$ cat src/rtl/mac_column_sequencer.sv
// Control sequencer for one column of a systolic MAC array: loads weights,
// streams activation vectors, drains the column and inserts error-compensation cycles.
module mac_column_sequencer #(
  parameter int ROWS = 4
) (
  input  logic                      clk,
  input  logic                      rst,
  input  logic                      start,
  input  logic [7:0]                vec_len,
  output logic                      busy,
  output logic                      done,
  output logic                      wt_load,
  output logic [$clog2(ROWS)-1:0]   wt_addr,
  input  logic                      act_valid,
  output logic                      act_ready,
  output logic                      mac_en,
  output logic                      psum_clear,
  input  logic                      mac_error,
  output logic                      comp_en,
  output logic                      out_valid,
  output logic [7:0]                err_count
);

  localparam int ROW_W = $clog2(ROWS);

  typedef enum logic [2:0] {IDLE, LOAD_W, STREAM, COMP, DRAIN, DONE} state_t;

  state_t            state, state_nxt, ret_state, ret_nxt;
  logic [7:0]        vec_len_q, acc_cnt;
  logic [ROW_W-1:0]  row_cnt;
  logic [ROWS-1:0]   tok;
  logic              ov_hold;
  logic              accept, last_acc, last_drain, err_evt, adv_out, job_go;

  function automatic logic [7:0] sat_inc8(input logic [7:0] v);
    return (v == 8'hFF) ? v : v + 8'd1;
  endfunction

  always_comb begin
    state_nxt  = state;
    ret_nxt    = ret_state;
    busy       = (state != IDLE);
    done       = 1'b0;
    wt_load    = 1'b0;
    wt_addr    = '0;
    act_ready  = 1'b0;
    mac_en     = 1'b0;
    psum_clear = 1'b0;
    comp_en    = 1'b0;
    accept     = 1'b0;
    last_acc   = 1'b0;
    last_drain = 1'b0;
    err_evt    = 1'b0;
    job_go     = 1'b0;
    case (state)
      IDLE: begin
        job_go = start && (vec_len != 8'd0);
        if (job_go) state_nxt = LOAD_W;
      end
      LOAD_W: begin
        wt_load = 1'b1;
        wt_addr = row_cnt;
        if (row_cnt == ROW_W'(ROWS - 1)) state_nxt = STREAM;
      end
      STREAM: begin
        act_ready  = 1'b1;
        accept     = act_valid;
        mac_en     = accept;
        psum_clear = accept;
        last_acc   = accept && (acc_cnt + 8'd1 == vec_len_q);
        err_evt    = mac_error;
        // On an error the compensation cycle returns to wherever this cycle would have gone
        if (mac_error) begin
          state_nxt = COMP;
          ret_nxt   = last_acc ? DRAIN : STREAM;
        end else begin
          state_nxt = last_acc ? DRAIN : STREAM;
        end
      end
      DRAIN: begin
        mac_en     = 1'b1;
        last_drain = (row_cnt == ROW_W'(ROWS - 2));
        err_evt    = mac_error;
        if (mac_error) begin
          state_nxt = COMP;
          ret_nxt   = last_drain ? DONE : DRAIN;
        end else begin
          state_nxt = last_drain ? DONE : DRAIN;
        end
      end
      COMP: begin
        comp_en   = 1'b1;
        state_nxt = ret_state;
      end
      DONE: begin
        done      = 1'b1;
        state_nxt = IDLE;
      end
      default: state_nxt = IDLE;
    endcase
  end

  // A result leaves row ROWS-1 when the advance carries a token from the second-to-last stage
  assign adv_out = mac_en && tok[ROWS-2];

  always_ff @(posedge clk) begin
    if (rst) begin
      state     <= IDLE;
      ret_state <= IDLE;
      vec_len_q <= 8'd0;
      acc_cnt   <= 8'd0;
      row_cnt   <= '0;
      tok       <= '0;
      err_count <= 8'd0;
      out_valid <= 1'b0;
      ov_hold   <= 1'b0;
    end else begin
      state     <= state_nxt;
      ret_state <= ret_nxt;
      if (job_go) begin
        vec_len_q <= vec_len;
        err_count <= 8'd0;
        tok       <= '0;
        acc_cnt   <= 8'd0;
        row_cnt   <= '0;
      end
      if (state == LOAD_W)
        row_cnt <= (row_cnt == ROW_W'(ROWS - 1)) ? '0 : row_cnt + ROW_W'(1);
      if (state == DRAIN)
        row_cnt <= last_drain ? '0 : row_cnt + ROW_W'(1);
      if (accept) acc_cnt <= acc_cnt + 8'd1;
      if (mac_en) tok <= {tok[ROWS-2:0], accept};
      if (err_evt) err_count <= sat_inc8(err_count);
      // A result finished on an errored cycle is held until compensation has folded in
      if (err_evt) begin
        out_valid <= 1'b0;
        ov_hold   <= adv_out;
      end else if (state == COMP) begin
        out_valid <= ov_hold;
        ov_hold   <= 1'b0;
      end else begin
        out_valid <= adv_out;
      end
    end
  end

endmodule
$ cat config.mk
export PLATFORM = sky130hd
export DESIGN_NAME = mac_column_sequencer
export DESIGN_NICKNAME = d
export VERILOG_FILES = /design/src/rtl/mac_column_sequencer.sv
export SDC_FILE = /design/constraint.sdc
export NUM_CORES = 1
export LEC_CHECK = 0
export ABC_AREA = 1
export BUFFER_PORTS_ARGS = -buffer_cell sky130_fd_sc_hd__buf_4
export CAP_MARGIN = 20
export CORE_ASPECT_RATIO = 0.9
export CORE_UTILIZATION = 34
export DETAILED_ROUTE_END_ITERATION = 8
export HOLD_SLACK_MARGIN = 0.12
export MAX_ROUTING_LAYER = met4
export PLACE_DENSITY = 0.49
export SETUP_SLACK_MARGIN = 0.15
export SYNTH_ARGS = -nofsm -noshare
export SYNTH_HDL_FRONTEND = slang
export SYNTH_SLANG_ARGS = --single-unit
$ cat constraint.sdc
create_clock -name clk -period 3.5 [get_ports clk]
set_clock_uncertainty 0.2 [all_clocks]
set_input_delay 0.175 -clock clk [delete_from_list [all_inputs] [get_ports clk]]
set_output_delay 0.175 -clock clk [all_outputs]
set_load 0.02 [all_outputs]
Yosys cells after proc, flatten, opt, wreduce, memory -nomap -nowiden
Cells that the tools add are included.
{"block": "word_totals", "regBits": 37, "in_bits": 13, "output_inout_bits": 18, "word_cells": 77}
{"block": "op_classes", "add_sub_neg": 3, "eq_ne": 14, "mux": 34, "reduce_logical": 17}
{"op": "$mux W8", "count": 4}
{"op": "$mux W3", "count": 9}
{"op": "$add A8 B1 Y8 const B", "count": 2}
{"op": "$pmux W3 S5", "count": 1}
{"op": "$mux W1", "count": 12}
{"op": "$mux W2", "count": 6}
{"op": "$reduce_bool A2 Y1", "count": 5}
{"op": "$eq A8 B8 Y1", "count": 1}
{"op": "$eq A8 B8 Y1 const B", "count": 1}
{"op": "$ne A2 B2 Y1 const B", "count": 4}
{"op": "$reduce_bool A8 Y1", "count": 1}
{"op": "$eq A3 B2 Y1 const B", "count": 2}
{"op": "$eq A3 B3 Y1 const B", "count": 2}
{"op": "$pmux W3 S2", "count": 1}
{"op": "$reduce_bool A3 Y1", "count": 2}
{"op": "$eq A2 B2 Y1 const B", "count": 2}
{"op": "$reduce_and A2 Y1", "count": 2}
{"op": "$reduce_or A2 Y1", "count": 2}
{"op": "$eq A3 B1 Y1 const B", "count": 1}
{"op": "$logic_and A1 B1 Y1", "count": 3}
{"op": "$logic_not A3 Y1", "count": 1}
{"op": "$reduce_and A3 Y1", "count": 1}
{"op": "$add A2 B1 Y2 const B", "count": 1}
{"op": "$ne A2 B1 Y1 const B", "count": 1}
{"op": "$pmux W1 S2", "count": 1}

Longest topological paths before layout
{"block": "logic_depth", "ltp_word": 6, "ltp_mapped": 13, "mapped_depth_nobuf": 13}

Worst setup path before layout
No wires, ideal clock.
{"block": "synth_timing", "path_type": "reg2reg", "from": "register err_count[0]", "to": "register err_count[3]", "t_arrival_ps": 1470, "required_time_ps": 3181, "path_slack_ps": 1710, "stages_incl_launch_ff": 10, "n_path_buf": 0, "path_cell_list": "dfxtp_1 -> ha_1 -> nand2_1 -> nor3_2 -> nand3_1 -> nand2_4 -> nand2_4 -> nand2_1 -> xor2_1 -> nor2_1"}
{"block": "synth_via", "elab_chain_cells": 3, "elab_cells_between_ends": 6, "cone_classes": "1 x add/sub; 2 x eq/ne; 2 x mux; 1 x reduce/logical"}
{"element": "from (decl)", "line": "21", "text": "output logic [7:0] err_count"}
{"element": "from (signal assigned)", "line": "133", "text": "if (err_evt) err_count <= sat_inc8(err_count);"}
{"element": "$add A8 B1 Y8 / $eq A8 B8 Y1 (equally long branches)", "line": "36", "text": "return (v == 8'hFF) ? v : v + 8'd1;"}
{"element": "$mux W8 / $ne A2 B2 Y1 (equally long branches)"}
{"element": "$mux W8 / $reduce_and A2 Y1 (equally long branches)"}
Several ways; a longest one is shown, not always the timed one. The select of a mux whose other input is x is not followed.
A chain may end at the register's enable or synchronous reset.

Worst setup path after layout
{"block": "layout_timing", "from": "register acc_cnt[0]", "to": "register state[2]"}
{"block": "layout_via", "elab_chain_cells": 6}
{"element": "from (decl)", "line": "29", "text": "logic [7:0] vec_len_q, acc_cnt;"}
{"element": "from (signal assigned)", "line": "131", "text": "if (accept) acc_cnt <= acc_cnt + 8'd1;"}
{"element": "$add A8 B1 Y8", "line": "70", "text": "last_acc = accept && (acc_cnt + 8'd1 == vec_len_q);"}
{"element": "$eq A8 B8 Y1", "line": "70"}
{"element": "$logic_and A1 B1 Y1", "line": "70"}
{"element": "$mux W3", "line": "77", "text": "state_nxt = last_acc ? DRAIN : STREAM;"}
{"element": "$mux W3", "line": "73", "text": "if (mac_error) begin"}
{"element": "$pmux W3 S5", "line": "55", "text": "case (state)"}
{"element": "to (signal assigned)", "line": "118", "text": "state <= state_nxt;"}
{"element": "to (decl)", "line": "28", "text": "state_t state, state_nxt, ret_state, ret_nxt;"}
Every way passes these cells.

==> metrics <==
Worst setup SP type register; final WL 5.01 mm; Overall Power 1.22 mW; flops & latches, synth 37; crit-path max FO 6; Area growth syn-to-layout 25.2%; TritonCTS Buffers 5; height of the die 75.6 µm; period utilization between 60% and 70%; CTS max path bufs 2; remaining antenna violation count after routing 0; Setup violations, final 0; Synth top cells by count nand2_1, inv_1, dfxtp_1, nand3_1, a21oi_1; HPWL Detailed roughly 3.6 mm; Async SR Flop Fraction 0%; synth unique cells 31; Pint 0.768 mW; number of max-cap violations 0; required time worst endpoint around 3.5 ns; vias 1970; GPL Wtd Cong 0.805; top-count cell post-synth nand2_1; CTS sink count 37; layout cell share with drive strength beyond 1 21.1%; initial antenna violation count 0; leading area contributor after synthesis dfxtp_1; Peak Freq 410 MHz; sw frac 36.9%; pin count of the biggest net entering global routing 26; Period minus WS final 2.44 ns; 1st-iter DRT viols about 130; first-pass GRT wire length 8.47 mm; sequential share of power approximately two fifths; P_sw 0.450 mW; final hold slack 0.199 ns; pwr dens 476 nW/µm²; Synth top area share 36.2%; Pleak 1.07 nW; Die ar. 6330 µm²; post-CTS resize count 0; worst skew pair latency 0.29 ns; Initial DRT Pass Iterations 4; Synthesized Nets 309; Worst-path clk slew 0.08 ns; total grt overflow 0; combinational power share 33.8%; Die W ~84 µm; Avg Cell Area, Syn 7.03 µm²; CP Capture Type register; Peak supply drop 0.298 mV; diode count 0; Post-Route Utilization 44.7%; setup_tns 0 ns; Synth Cell Area slightly above 2000 µm²; endpoints failing hold 0; Post-synth EDFFs 0; Tot GR Track Use 17.6%; critical path arrival 2.48 ns; nets 354; IO Count 31; sequential area share after synthesis roughly 36%; Worst slew margin 64.2%; worst slew pin tran 0.536 ns; Starting Density 35.7%; Synth area leaders dfxtp_1, nand2_1, nand3_1; DR WL/cell 12.3 µm; Cells after Synth 291; drt drc 0; Rows 26; Core Area about 5700 µm²; CTS tree done; status completed; HP Class primary input to register; clock share of power 25.6%; RSZ-0062 raised after global routing false; port bufs 30; max-slew violation count 0; Clock H-tree levels 2; Most used DFF post-synth dfxtp_1; vias in the first global route around 1900; Syn. warnings 0; Crit Path Class register to register; Root Buffer clkbuf_8; DR vias/cell 4.85
layout by cell type (no fill, tap or decap), types with 3 or more instances in the layout:
master / n
buf_4: 31
nand2_1: 55
nand3_2: 4
nand3_1: 37
ha_1: 5
nor2_4: 5
dfxtp_1: 37
xor2_1: 4
o21ai_0: 13
clkbuf_8: 6
nand4_1: 3
nor2_1: 15
dlygate4sd3_1: 13
a21oi_1: 35
inv_2: 5
inv_1: 38
nor2_2: 6
nand2_2: 4
logic make-up after synthesis:
family                     Yosys count  synth area share [%]
AOI/OAI and AO/OA                   57                  15.3
buffers and inverters               50                  9.49
adders and majority gates            5                  3.06
and+or+nand+nor                    138                  34.2
xor gates and xnor gates             4                  1.71
DFF                                 37                  36.2
metrics by stage:
stage               instances  setup slack, ns  instance area [µm²]
floorplan                 291             1.71                 2040
global placement          386             1.49                 2340
detailed placement        386             1.47                 2340
CTS                       406             1.10                 2560
global route              406            0.886                 2560
finish                    406             1.06                 2560
final cells by class:
class	instances	area [µm²]
clock buffers	6	82.6
clock inverters	1	7.51
fillers	604	3170
inverters	44	168
multi-input cells	204	1110
flip-flops and latches	37	741
well taps	70	87.6
repair buffers	44	363
state kept, by name (all words and copies together) (netlist names):
name and flops:
acc_cnt 8, err_count 8, vec_len_q 8, ret_state 3
state 3, tok 3, row_cnt 2, out_valid 1
ov_hold 1
power groups by stage:
stage | logic [mW] | registers [mW] | clock network, mW
6_report | 0.412 | 0.495 | 0.313
2_1_floorplan | 0.288 | 0.500 | 0
3_3_place_gp | 0.398 | 0.505 | 0
4_1_cts | 0.414 | 0.494 | 0.324
5_1_grt | 0.466 | 0.501 | 0.339
3_5_place_dp | 0.396 | 0.504 | 0
critical path, cell delays in order (launching register included):
cell and delay [ns]:
dfxtp_1 0.44, ha_1 0.22, nand2_2 0.12, o21ai_2 0.17, nand2_1 0.10, nand2_1 0.07
nand3_1 0.08, nor2_2 0.19, nand4_1 0.12, a21oi_1 0.13, dlygate4sd3_1 0.55
final timing paths:
kind	from	end	slack, ns	cells past startpoint
min reg2reg	ret_state[2]	ret_state[2]	0.27	2
max reg2reg	acc_cnt[0]	state[2]	1.06	10
max	acc_cnt[0]	state[2]	1.06	10
min	act_valid	acc_cnt[5]	0.20	5
repair_timing:
action,4_1_cts,5_1_grt
buffers inserted,0,0
hold buffers,13,0
endpoints found under the hold margin,28,0
per-layer routing:
metal | part of all wire [%] | up-vias | track usage (%)
met3 | 4.2 | 9 | 3.58
met2 | 42 | 49 | 27.5
li1 | - | 1041 | -
met4 | 1.8 | 0 | 6.78
met5 | 0 | - | -
met1 | 52 | 871 | 22.8
Note: power is estimated with default switching activity, not from simulation.
